File: config.mk
export PLATFORM = sky130hd
export DESIGN_NAME = ftoi_pipe
export DESIGN_NICKNAME = d
export VERILOG_FILES = /design/src/rtl/ftoi_pipe.sv
export SDC_FILE = /design/constraint.sdc
export NUM_CORES = 1
export LEC_CHECK = 0
export BUFFER_PORTS_ARGS = -buffer_cell sky130_fd_sc_hd__buf_2
export CAP_MARGIN = 40
export CORE_MARGIN = 3
export CORE_UTILIZATION = 30
export DETAILED_ROUTE_END_ITERATION = 7
export PLACE_DENSITY = 0.42
export SKIP_CTS_REPAIR_TIMING = 1
export SKIP_LAST_GASP = 1
export SLEW_MARGIN = 15
export SYNTH_ARGS = -nofsm -noshare
export SYNTH_HDL_FRONTEND = slang
export SYNTH_SLANG_ARGS = --single-unit
File: constraint.sdc
create_clock -name clk -period 11.27 [get_ports clk]
set_input_delay 0.5635 -clock clk [delete_from_list [all_inputs] [get_ports clk]]
set_output_delay 0.5635 -clock clk [all_outputs]
set_load 0.005 [all_outputs]
File: src/rtl/ftoi_pipe.sv
// Two-stage pipelined binary32 -> integer converter: five rounding modes,
// signed/unsigned saturation, NV/NX flags, valid/ready handshake with backpressure.
module ftoi_pipe #(
    parameter int OUT_W = 32
) (
    input  logic             clk,
    input  logic             rst,
    input  logic             in_valid,
    output logic             in_ready,
    input  logic [31:0]      in_data,
    input  logic [2:0]       in_rm,
    input  logic             in_unsigned,
    output logic             out_valid,
    input  logic             out_ready,
    output logic [OUT_W-1:0] out_data,
    output logic             out_nv,
    output logic             out_nx
);
    // The significand is shifted into a fixed-point window with 48 fraction bits,
    // so the integer part, guard bit and sticky bits fall at fixed positions.
    localparam int                WW   = OUT_W + 48;
    localparam logic signed [9:0] EMAX = 10'(OUT_W);
    localparam logic [OUT_W:0]    HALF = {2'b01, {(OUT_W-1){1'b0}}};
    localparam logic [OUT_W-1:0]  SMAX = {1'b0, {(OUT_W-1){1'b1}}};
    localparam logic [OUT_W-1:0]  SMIN = {1'b1, {(OUT_W-1){1'b0}}};
    localparam logic [OUT_W-1:0]  UMAX = {OUT_W{1'b1}};
    localparam logic [OUT_W-1:0]  ZERO = {OUT_W{1'b0}};

    logic                    adv1_s, adv2_s;
    logic                    sgn_s;
    logic [7:0]              exp_s;
    logic [22:0]             man_s;
    logic signed [9:0]       eun_s;
    logic [9:0]              sh_s;
    logic [WW-1:0]           wide_s;
    logic [OUT_W-1:0]        mag_s;
    logic                    g_s, st_s, nan_s, big_s;

    logic                    s1_valid_r, s1_sign_r, s1_g_r, s1_st_r;
    logic                    s1_nan_r, s1_big_r, s1_uns_r;
    logic [2:0]              s1_rm_r;
    logic [OUT_W-1:0]        s1_mag_r;

    logic                    inc_s, lost_s, nv_s, nx_s;
    logic [OUT_W:0]          rnd_s;
    logic [OUT_W-1:0]        res_s;

    assign adv2_s   = !out_valid | out_ready;
    assign adv1_s   = !s1_valid_r | adv2_s;
    assign in_ready = adv1_s;

    assign sgn_s = in_data[31];
    assign exp_s = in_data[30:23];
    assign man_s = in_data[22:0];
    assign eun_s = $signed({2'b00, exp_s}) - 10'sd127;
    assign sh_s  = eun_s + 10'sd25;

    // Stage 1 classification and alignment of the operand
    always_comb begin
        wide_s = {{(WW-24){1'b0}}, 1'b1, man_s} << sh_s;
        mag_s  = ZERO;
        g_s    = 1'b0;
        st_s   = 1'b0;
        nan_s  = 1'b0;
        big_s  = 1'b0;
        if (exp_s == 8'hFF) begin
            nan_s = (man_s != 23'd0);
            big_s = (man_s == 23'd0);
        end else if (exp_s == 8'h00) begin
            // denormals are a nonzero magnitude below one half
            st_s = (man_s != 23'd0);
        end else if (eun_s >= EMAX) begin
            big_s = 1'b1;
        end else if (eun_s >= -10'sd1) begin
            mag_s = wide_s[WW-1:48];
            g_s   = wide_s[47];
            st_s  = |wide_s[46:0];
        end else begin
            st_s = 1'b1;
        end
    end

    // Stage 1 registers, loaded whenever the stage can advance
    always_ff @(posedge clk or posedge rst) begin
        if (rst) begin
            s1_valid_r <= 1'b0;
            s1_sign_r  <= 1'b0;
            s1_mag_r   <= ZERO;
            s1_g_r     <= 1'b0;
            s1_st_r    <= 1'b0;
            s1_nan_r   <= 1'b0;
            s1_big_r   <= 1'b0;
            s1_rm_r    <= 3'd0;
            s1_uns_r   <= 1'b0;
        end else if (adv1_s) begin
            s1_valid_r <= in_valid;
            if (in_valid) begin
                s1_sign_r <= sgn_s;
                s1_mag_r  <= mag_s;
                s1_g_r    <= g_s;
                s1_st_r   <= st_s;
                s1_nan_r  <= nan_s;
                s1_big_r  <= big_s;
                s1_rm_r   <= in_rm;
                s1_uns_r  <= in_unsigned;
            end
        end
    end

    // Rounding increment; unused mode encodings truncate
    always_comb begin
        case (s1_rm_r)
            3'b000:  inc_s = s1_g_r & (s1_st_r | s1_mag_r[0]);
            3'b010:  inc_s = s1_sign_r & (s1_g_r | s1_st_r);
            3'b011:  inc_s = !s1_sign_r & (s1_g_r | s1_st_r);
            3'b100:  inc_s = s1_g_r;
            default: inc_s = 1'b0;
        endcase
    end

    assign rnd_s  = {1'b0, s1_mag_r} + {{OUT_W{1'b0}}, inc_s};
    assign lost_s = s1_g_r | s1_st_r;

    // Range check on the rounded magnitude, saturation and flag generation
    always_comb begin
        res_s = ZERO;
        nv_s  = 1'b0;
        nx_s  = 1'b0;
        if (s1_nan_r) begin
            res_s = s1_uns_r ? UMAX : SMAX;
            nv_s  = 1'b1;
        end else if (s1_big_r) begin
            res_s = s1_sign_r ? (s1_uns_r ? ZERO : SMIN) : (s1_uns_r ? UMAX : SMAX);
            nv_s  = 1'b1;
        end else if (s1_uns_r) begin
            if (s1_sign_r) begin
                // negative values survive only when they round to zero
                res_s = ZERO;
                nv_s  = (rnd_s != {(OUT_W+1){1'b0}});
                nx_s  = (rnd_s == {(OUT_W+1){1'b0}}) & lost_s;
            end else if (rnd_s[OUT_W]) begin
                res_s = UMAX;
                nv_s  = 1'b1;
            end else begin
                res_s = rnd_s[OUT_W-1:0];
                nx_s  = lost_s;
            end
        end else begin
            if (s1_sign_r) begin
                if (rnd_s > HALF) begin
                    res_s = SMIN;
                    nv_s  = 1'b1;
                end else begin
                    res_s = ZERO - rnd_s[OUT_W-1:0];
                    nx_s  = lost_s;
                end
            end else if (rnd_s >= HALF) begin
                res_s = SMAX;
                nv_s  = 1'b1;
            end else begin
                res_s = rnd_s[OUT_W-1:0];
                nx_s  = lost_s;
            end
        end
    end

    // Output registers hold their value while the consumer stalls
    always_ff @(posedge clk or posedge rst) begin
        if (rst) begin
            out_valid <= 1'b0;
            out_data  <= ZERO;
            out_nv    <= 1'b0;
            out_nx    <= 1'b0;
        end else if (adv2_s) begin
            out_valid <= s1_valid_r;
            if (s1_valid_r) begin
                out_data <= res_s;
                out_nv   <= nv_s;
                out_nx   <= nx_s;
            end
        end
    end
endmodule

After elaboration in Yosys (flattened, before gate mapping)
Index checks and enable logic that the tools add are counted.

Multiplexer cells: 44. Magnitude comparators: 4. $add $sub $neg: 4. Shift operators: 1. Eq/ne operators: 4. Reductions and logical operators: 12. Bitwise operators: 8.

Operator list (count): $mux W32 (15); $shl A24 B10 Y80 (1); $reduce_or A47 Y1 (1); $add A32 B1 Y33 (1); $ge A33 B32 Y1 const B (1); $gt A33 B32 Y1 const B (1); $logic_not A33 Y1 (1); $reduce_bool A33 Y1 (1); $sub A1 B32 Y32 const A (1); $mux W1 (28); $logic_not A23 Y1 (1); $reduce_bool A23 Y1 (1); $add A9 B6 Y10 const B (1); $ge A9 B1 Y1 const B (1); $ge A9 B7 Y1 const B (1); $sub A8 B7 Y9 const B (1); $eq A8 B8 Y1 const B (1); $logic_not A8 Y1 (1); $eq A3 B2 Y1 const B (2); $and A1 B1 Y1 (4); $or A1 B1 Y1 (4); $pmux W1 S4 (1); $reduce_and A2 Y1 (2); $eq A3 B3 Y1 const B (1); 2 further kinds (4).

Input port bits: 40. Word-level logic and storage cells: 90. Register bits after elaboration: 77.

Depth between registers and ports, before layout
Gate-level depths: netlist of run 1.

Depth in word-level cells: 10. Mapped depth: 18. Mapped depth without buffers: 15.

Worst setup path before layout of run 1
Ideal clock, no wire load.

Path type: input to register. Start point: input port in_data[23]. End point: register s1_st_r. Setup time: 0.134 ns. Arrival: 4.427 ns. Buffers on the path: 4. Slack: 6.709 ns. Stages: 13. Data required time: 11.136 ns. Path through: buf_4 > buf_1 > inv_2 > ha_1 > buf_1 > clkbuf_1 > mux4_2 > mux4_2 > a2111oi_0 > nand4_1 > a2111o_1 > o31ai_1 > a31oi_1.

Longest elaborated chain between the ends: 8. Elaborated cells between the ends (all ways): 12. Those cells by class: add/sub: 2; order compare: 2; eq/ne: 1; shift: 1; mux: 4; reduce/logical: 2.

RTL lines: start, declared (RTL line 10) `input logic [31:0] in_data,`; $sub A8 B7 Y9 (RTL line 55) `assign eun_s = $signed({2'b00, exp_s}) - 10'sd127;`; $add A9 B6 Y10 (RTL line 56) `assign sh_s = eun_s + 10'sd25;`; $shl A24 B10 Y80 (RTL line 60) `wide_s = {{(WW-24){1'b0}}, 1'b1, man_s} << sh_s;`; $reduce_or A47 Y1 (RTL line 77) `st_s = |wide_s[46:0];`; $mux W1 (RTL line 74) `end else if (eun_s >= -10'sd1) begin`; $mux W1 (RTL line 72) `end else if (eun_s >= EMAX) begin`; $mux W1 (RTL line 69) `end else if (exp_s == 8'h00) begin`; $mux W1 * (RTL line 66) `if (exp_s == 8'hFF) begin`; end signal, assigned (RTL line 101) `s1_st_r <= st_s;`; end, declared (RTL line 39) `logic s1_valid_r, s1_sign_r, s1_g_r, s1_st_r;`.

Every way passes the cells marked *; elsewhere a longest branch is shown, timed or not. A chain may end at the register's enable or synchronous reset.

Worst setup path in the final report of run 1
Start point: register s1_sign_r. End point: register out_data[19].

Longest elaborated chain between the ends: 10. Elaborated cells between the ends (all ways): 17. Those cells by class: add/sub: 2; order compare: 2; mux: 10; bitwise: 2; reduce/logical: 1.

RTL lines: start, declared (RTL line 39); start signal, assigned (RTL line 98) `s1_sign_r <= sgn_s;`; $logic_not A1 Y1 (RTL line 115) `3'b011: inc_s = !s1_sign_r & (s1_g_r | s1_st_r);`; $and A1 B1 Y1 (RTL line 115); $pmux W1 S4 (RTL line 112) `case (s1_rm_r)`; $add A32 B1 Y33 (RTL line 121) `assign rnd_s = {1'b0, s1_mag_r} + {{OUT_W{1'b0}}, inc_s};`; $sub A1 B32 Y32, or another cell as far along (RTL line 154) `res_s = ZERO - rnd_s[OUT_W-1:0];`; $mux W32, on equally long branches (RTL line 150, 157); $mux W32 (RTL line 149) `if (s1_sign_r) begin`; $mux W32 (RTL line 135) `end else if (s1_uns_r) begin`; $mux W32 * (RTL line 132) `end else if (s1_big_r) begin`; $mux W32 * (RTL line 129) `if (s1_nan_r) begin`; end signal, assigned (RTL line 177) `out_data <= res_s;`; end, declared (RTL line 15) `output logic [OUT_W-1:0] out_data,`.

Marked as above.

==> results of run 1 <==
[where the power goes]
part	switching, mW	total (mW)	internal [mW]
Clock	0.127	0.311	0.184
Sequential	0.0342	0.352	0.318
Combinational	0.326	0.532	0.207
[worst reg2reg max path, stage by stage (launching register included)]
cell      delay [ns]
dfrtp_2         0.34
buf_4           0.49
clkinv_1        0.67
mux2_2          0.46
o32a_1          0.29
nor2_1          0.10
ha_1            0.29
ha_1            0.34
and3_2          0.32
nand4_1         0.27
nor4_1          0.45
a21oi_1         0.10
a211o_1         0.30
nor4_1          0.53
a21o_1          0.75
o21ai_0         0.23
a311oi_1        0.31
[final cells by class]
cell class,count,area share
sequential,77,0.202
inverter,15,0.00604
timing repair buffer,95,0.0549
clock buffer,11,0.0265
clock inverter,5,0.00617
tap,378,0.0496
multi-input combinational,931,0.655
[cells in the mapped netlist, types with 11 or more instances]
library cell / n
buf_2: 25
o211ai_1: 12
nor2_1: 110
a31oi_1: 19
o21ai_0: 87
o31ai_1: 11
clkbuf_1: 65
nand2b_1: 12
dfrtp_1: 77
nor4_1: 28
a22o_1: 16
mux2_2: 12
and2_1: 12
a21oi_1: 82
nand4_1: 19
a211oi_1: 23
xor2_1: 27
mux2i_1: 31
nand2_1: 101
xnor2_1: 26
nor3_1: 52
mux4_2: 27
inv_1: 12
nand3_1: 43
[layer usage]
| layer | vias to the layer above | routed length [um] | track usage |
|---|---|---|---|
| met3 | 30 | 1690 | 0.0331 |
| met4 | 0 | 410 | 0.0396 |
| li1 | 4281 | - | - |
| met1 | 4465 | 16000 | 0.315 |
| met2 | 277 | 14600 | 0.322 |
| met5 | - | 0 | 0 |
[logic make-up (layout without fill, tap and decap cells)]
logic type	after synthesis	in the layout	synth area share
DFF	77	77	0.223
xor gates and xnor gates	54	54	0.0556
adders and majority gates	8	8	0.0116
buffers and inverters	115	126	0.0552
muxes	70	70	0.122
AOI/OAI and AO/OA	356	356	0.276
and+or+nand+nor	443	443	0.257
[how the worst max path moves through the flow]
| stage | startpoint | endpoint | cells past startpoint |
|---|---|---|---|
| 2_1_floorplan | in_data[23] | s1_st_r | 13 |
| 3_3_place_gp | s1_sign_r | out_data[19] | 16 |
| 3_5_place_dp | s1_sign_r | out_data[19] | 16 |
| 4_1_cts | s1_sign_r | out_data[19] | 16 |
| 5_1_grt | s1_sign_r | out_data[19] | 16 |
| 6_report | s1_sign_r | out_data[19] | 16 |
[stage by stage]
stage | utilization | cell area [um2]
floorplan | - | 8640
global placement | 0.328 | 9210
detailed placement | 0.328 | 9220
CTS | 0.339 | 9530
global route | 0.339 | 9530
finish | 0.339 | 9530
==> results.py, run 1 <==
metrics = {
    "placed_design": {
        "dp_hpwl_um": 24700,
        "io_buffers": 75,
        "gp_congestion": 0.866,
        "dp_cells": 1495,
        "pre_cts_slack_ns": 5.09,
    },
    "routing": {
        "firstDrtPassIters": 5,
        "drt.antenna.violating_nets": 0,
        "finalWirelength_um": 32700,
        "drt_iter0_drc": 785,
        "drc": 0,
        "vias_per_cell": 5.99,
        "wire_per_inst_um": 21.6,
        "route.vias.total": 9053,
    },
    "sta": {
        "setup-violations-final": 0,
        "period_share": 0.562,
        "hold_violations": 0,
        "timing.final.ws_setup_ns": 4.94,
        "fin_tns_setup_ns": 0,
        "timing.hold.ws_ns": 0.258,
        "clock.fmax_mhz": 158,
        "drv_slew": 0,
        "rsz0062_at_grt": "false",
        "period_needed_ns": 6.33,
        "worstMarginPinSlew_ns": 0.932,
        "slew_headroom": 0.377,
        "fin_skew_ns": 0.00958,
    },
    "run_status": {
        "outcome": "completed",
    },
    "finish": {
        "fin_nets": 1177,
        "seq_area_um2": 1930,
        "multiInputGateArea_um2": 6240,
        "areaGrowthSynthToFinish_pct": 10.4,
        "antenna_cells": 0,
        "most-common-layout-cells": "110 x nor2_1, 101 x nand2_1, 87 x o21ai_0",
        "fin_cells": 1512,
        "nFillCells": 3094,
        "largestRegisters": "out_data: 32 flops, s1_mag_r: 32 flops, s1_rm_r: 3 flops",
        "layout_commonest_cell": "nor2_1",
        "drive_gt1_frac": 0.157,
    },
    "power_and_ir_drop": {
        "vdd_ir_drop_max_uv": 67.7,
        "power.leakage_nw": 3.63,
        "power_density_nw_per_um2": 125,
        "totalPowerFinal_mw": 1.20,
    },
    "synth": {
        "synthTopCellsByArea": "dfrtp_1 22%, mux4_2 7.0%, o21ai_0 5.0%",
        "synth.top_cell.area_share": 0.223,
        "ys_types": 87,
        "synth_cells": 1123,
        "synth_seq_cells": 77,
        "synthArstFlopShare": 1.00,
        "synth_top_flop_cell": "dfrtp_1",
        "synth.cell_area_um2": 8640,
        "synth_edf_count": 0,
        "synth-seq-area-share": 0.223,
        "syn-num-nets": 1171,
        "synth_largest_area_cell": "dfrtp_1",
        "yosysWarnings": 0,
        "synth_area_per_cell_um2": 7.69,
    },
    "worst_setup_path": {
        "reg2reg_from": "s1_sign_r",
        "critical_path_required_ns": 11.52,
        "reg2reg_depth": 16,
        "r2r-end": "out_data[19]",
        "critPathTopFamily": "compound AO/OA/AOI/OAI gates",
        "crit_arrival_ns": 6.58,
        "crit_buf_inv": 2,
        "crit_type": "reg -> reg",
        "end_kind": "register",
        "path_max_fanout": 61,
        "crit_chain": "buf_4 > clkinv_1 > mux2_2 > o32a_1 > nor2_1 > ha_1 > ha_1 > and3_2 > nand4_1 > nor4_1 > a21oi_1 > a211o_1 > nor4_1 > a21o_1 > o21ai_0 > a311oi_1",
        "reg2reg_slack_ns": 4.94,
        "slowest_stage": "a21o_1",
        "cp-start-kind": "register",
        "critical_path.max_stage_delay_ns": 0.75,
    },
    "clock_network": {
        "cts_tree": "yes",
        "clk_pin_slew_worst_paths_ns": 0.07,
        "numClockSinks": 77,
        "cts-root-buf": "clkbuf_16",
        "cts_buffers": 9,
        "cts.path.max_buffers": 2,
        "htreeDepth": 3,
        "clock_latency_ns": 0.35,
    },
    "die": {
        "die_area_um2": 30900,
        "die_w_um": 176,
        "core-area_um2": 28100,
        "dieHeight_um": 176,
        "initial_core_util": 0.308,
        "rows": 61,
        "ios": 76,
    },
    "global_routing": {
        "grt_usage": 0.211,
        "first_global_vias": 8807,
        "overflow": 0,
        "grt_max_degree": 62,
        "grt_pass1_wl_um": 52100,
        "antenna_found_initial": 0,
    },
    "run": {
        "maxCapViolCount": 0,
    },
    "min_path": {
        "hold_path.class": "in -> async",
    },
}
Note: power is estimated with default switching activity, not from simulation.
==> run 2, diff against run 1 <==
Settings changed: PLACE_DENSITY 0.42 to 0.43.
Clock period 11.27 ns to 5.4 ns, I/O delays scaled along.
==> run 2 against run 1 <==
Compared with the run above:
- the flow now finishes with violations (negative hold slack)
- design area is 0.88% higher
- via count is 0.49% higher
- worst hold slack worse by 0.29 ns
- worst setup slack worse by 4.2 ns
- largest power group unchanged
- fmax is 35% higher
- clock-buffer cell count stayed put
- first-iteration DRC count is 1.0% higher
- sequential cell count stayed put
==> results.py, run 2 (synthesized netlist as in run 1, its figures left out) <==
metrics = {
    "die": {
        "dieHeight_um": 176,
        "die_area_um2": 30900,
        "ios": 76,
        "rows": 61,
        "core-area_um2": 28100,
        "die_w_um": 176,
        "initial_core_util": 0.308,
    },
    "placed_design": {
        "io_buffers": 75,
        "pre_cts_slack_ns": 0.723,
        "placed_area_um2": 9340,
        "gp_congestion": 0.892,
        "dp_hpwl_um": 24800,
    },
    "min_path": {
        "hold_path.class": "in -> async",
    },
    "clock_network": {
        "htreeDepth": 3,
        "clk_pin_slew_worst_paths_ns": 0.07,
        "cts.path.max_buffers": 2,
        "numClockSinks": 77,
        "cts_buffers": 9,
        "cts-root-buf": "clkbuf_16",
        "cts_tree": "yes",
        "clock_latency_ns": 0.35,
    },
    "sta": {
        "slew_headroom": 0.439,
        "setup-violations-final": 0,
        "period_needed_ns": 4.68,
        "drv_slew": 0,
        "hold_violations": 28,
        "rsz0062_at_grt": "false",
        "timing.hold.ws_ns": -0.0288,
        "period_share": 0.867,
        "fin_tns_setup_ns": 0,
        "worstMarginPinSlew_ns": 0.836,
        "clock.fmax_mhz": 214,
        "fin_skew_ns": 0.0159,
        "timing.final.ws_setup_ns": 0.721,
    },
    "power_and_ir_drop": {
        "p_int_mw": 1.44,
        "power_frac_clock": 0.242,
        "switching_share": 0.414,
        "power.leakage_nw": 3.69,
        "totalPowerFinal_mw": 2.45,
        "p_comb_frac": 0.463,
        "vdd_ir_drop_max_uv": 140,
        "power_density_nw_per_um2": 255,
        "power.switching_mw": 1.01,
        "pwr-share-seq": 0.296,
    },
    "finish": {
        "largestRegisters": "out_data: 32 flops, s1_mag_r: 32 flops, s1_rm_r: 3 flops",
        "fin_nets": 1192,
        "layout_commonest_cell": "nor2_1",
        "fin_area_um2": 9620,
        "most-common-layout-cells": "110 x nor2_1, 101 x nand2_1, 87 x o21ai_0",
        "antenna_cells": 0,
        "nFillCells": 3068,
        "drive_gt1_frac": 0.167,
        "areaGrowthSynthToFinish_pct": 11.3,
    },
    "worst_setup_path": {
        "reg2reg_from": "s1_sign_r",
        "startpoint": "s1_sign_r",
        "crit_type": "reg -> reg",
        "crit_chain": "clkinv_1 > mux2_2 > o32a_1 > nor2_1 > ha_1 > ha_1 > xor2_2 > or3_4 > or3_4 > nor4b_4 > o2111ai_4 > or2_0 > or4_1 > a41o_1 > a21oi_2",
        "crit_arrival_ns": 4.96,
        "cp-start-kind": "register",
        "critical_path_required_ns": 5.68,
        "end_kind": "register",
        "slowest_stage": "nor4b_4",
        "reg2reg_slack_ns": 0.72,
        "path_max_fanout": 7,
        "critical_path.max_stage_delay_ns": 0.46,
    },
    "routing": {
        "finalWirelength_um": 32700,
        "drt_iter0_drc": 793,
        "vias_per_cell": 5.96,
        "drc": 0,
        "route.vias.total": 9097,
        "drt.antenna.violating_nets": 0,
        "wire_per_inst_um": 21.4,
        "firstDrtPassIters": 5,
    },
    "global_routing": {
        "antenna_found_initial": 0,
        "first_global_vias": 8753,
        "grt_pass1_wl_um": 51600,
        "overflow": 0,
        "grt_usage": 0.210,
        "grt_max_degree": 61,
    },
    "run_status": {
        "outcome": "finished with violations",
        "violations": "negative hold slack",
    },
    "run": {
        "maxCapViolCount": 0,
    },
}
## run 2: worst paths after layout
check / end / cells past startpoint
min in group clk: s1_valid_r / 2
min reg2reg: out_data[6] / 1
max in group asynchronous: s1_sign_r / 3
min: out_data[5] / 2
max reg2reg: out_data[31] / 15
max: out_data[31] / 15
## run 2: layer usage
layer	global-route usage	up-vias	routed length (um)
li1	-	4317	-
met1	0.307	4483	16000
met2	0.330	265	14800
met3	0.0246	32	1430
met4	0.0488	0	505
met5	0	-	0
## run 2: layout make-up
class	instances	area [um2]	share of cell area
clock buffers	11	243	0.0252
clock inverters	5	37.5	0.00390
inverters	15	57.6	0.00598
multi-input cells	931	6240	0.649
flip-flops and latches	77	1930	0.200
well taps	378	473	0.0492
repair buffers	110	638	0.0664
## run 2: metrics by stage
step            util  cells
3_3_place_gp   0.332   1511
5_1_grt        0.342   1527
4_1_cts        0.342   1527
6_report       0.342   1527
2_1_floorplan      -   1123
3_5_place_dp   0.332   1511
## run 2: power by group through the flow
stage               sequential (mW)  clock [mW]  combinational [mW]
global route                  0.738       0.634                1.25
global placement              0.734           0                1.13
floorplan                     0.727           0               0.751
finish                        0.725       0.592                1.13
CTS                           0.727       0.614                1.13
detailed placement            0.737           0                1.12
## run 2: worst max-delay path, delay by kind of cell (launching register included)
| family | cells | cell delay (ns) |
|---|---|---|
| multiplexers | 1 | 0.32 |
| buffers and inverters | 1 | 0.06 |
| AO/OA/AOI/OAI | 4 | 0.91 |
| AND/OR/NAND/NOR | 6 | 2.14 |
| adder cells (fa/ha/maj) | 2 | 0.63 |
| flip-flops | 1 | 0.40 |
| XOR/XNOR | 1 | 0.14 |
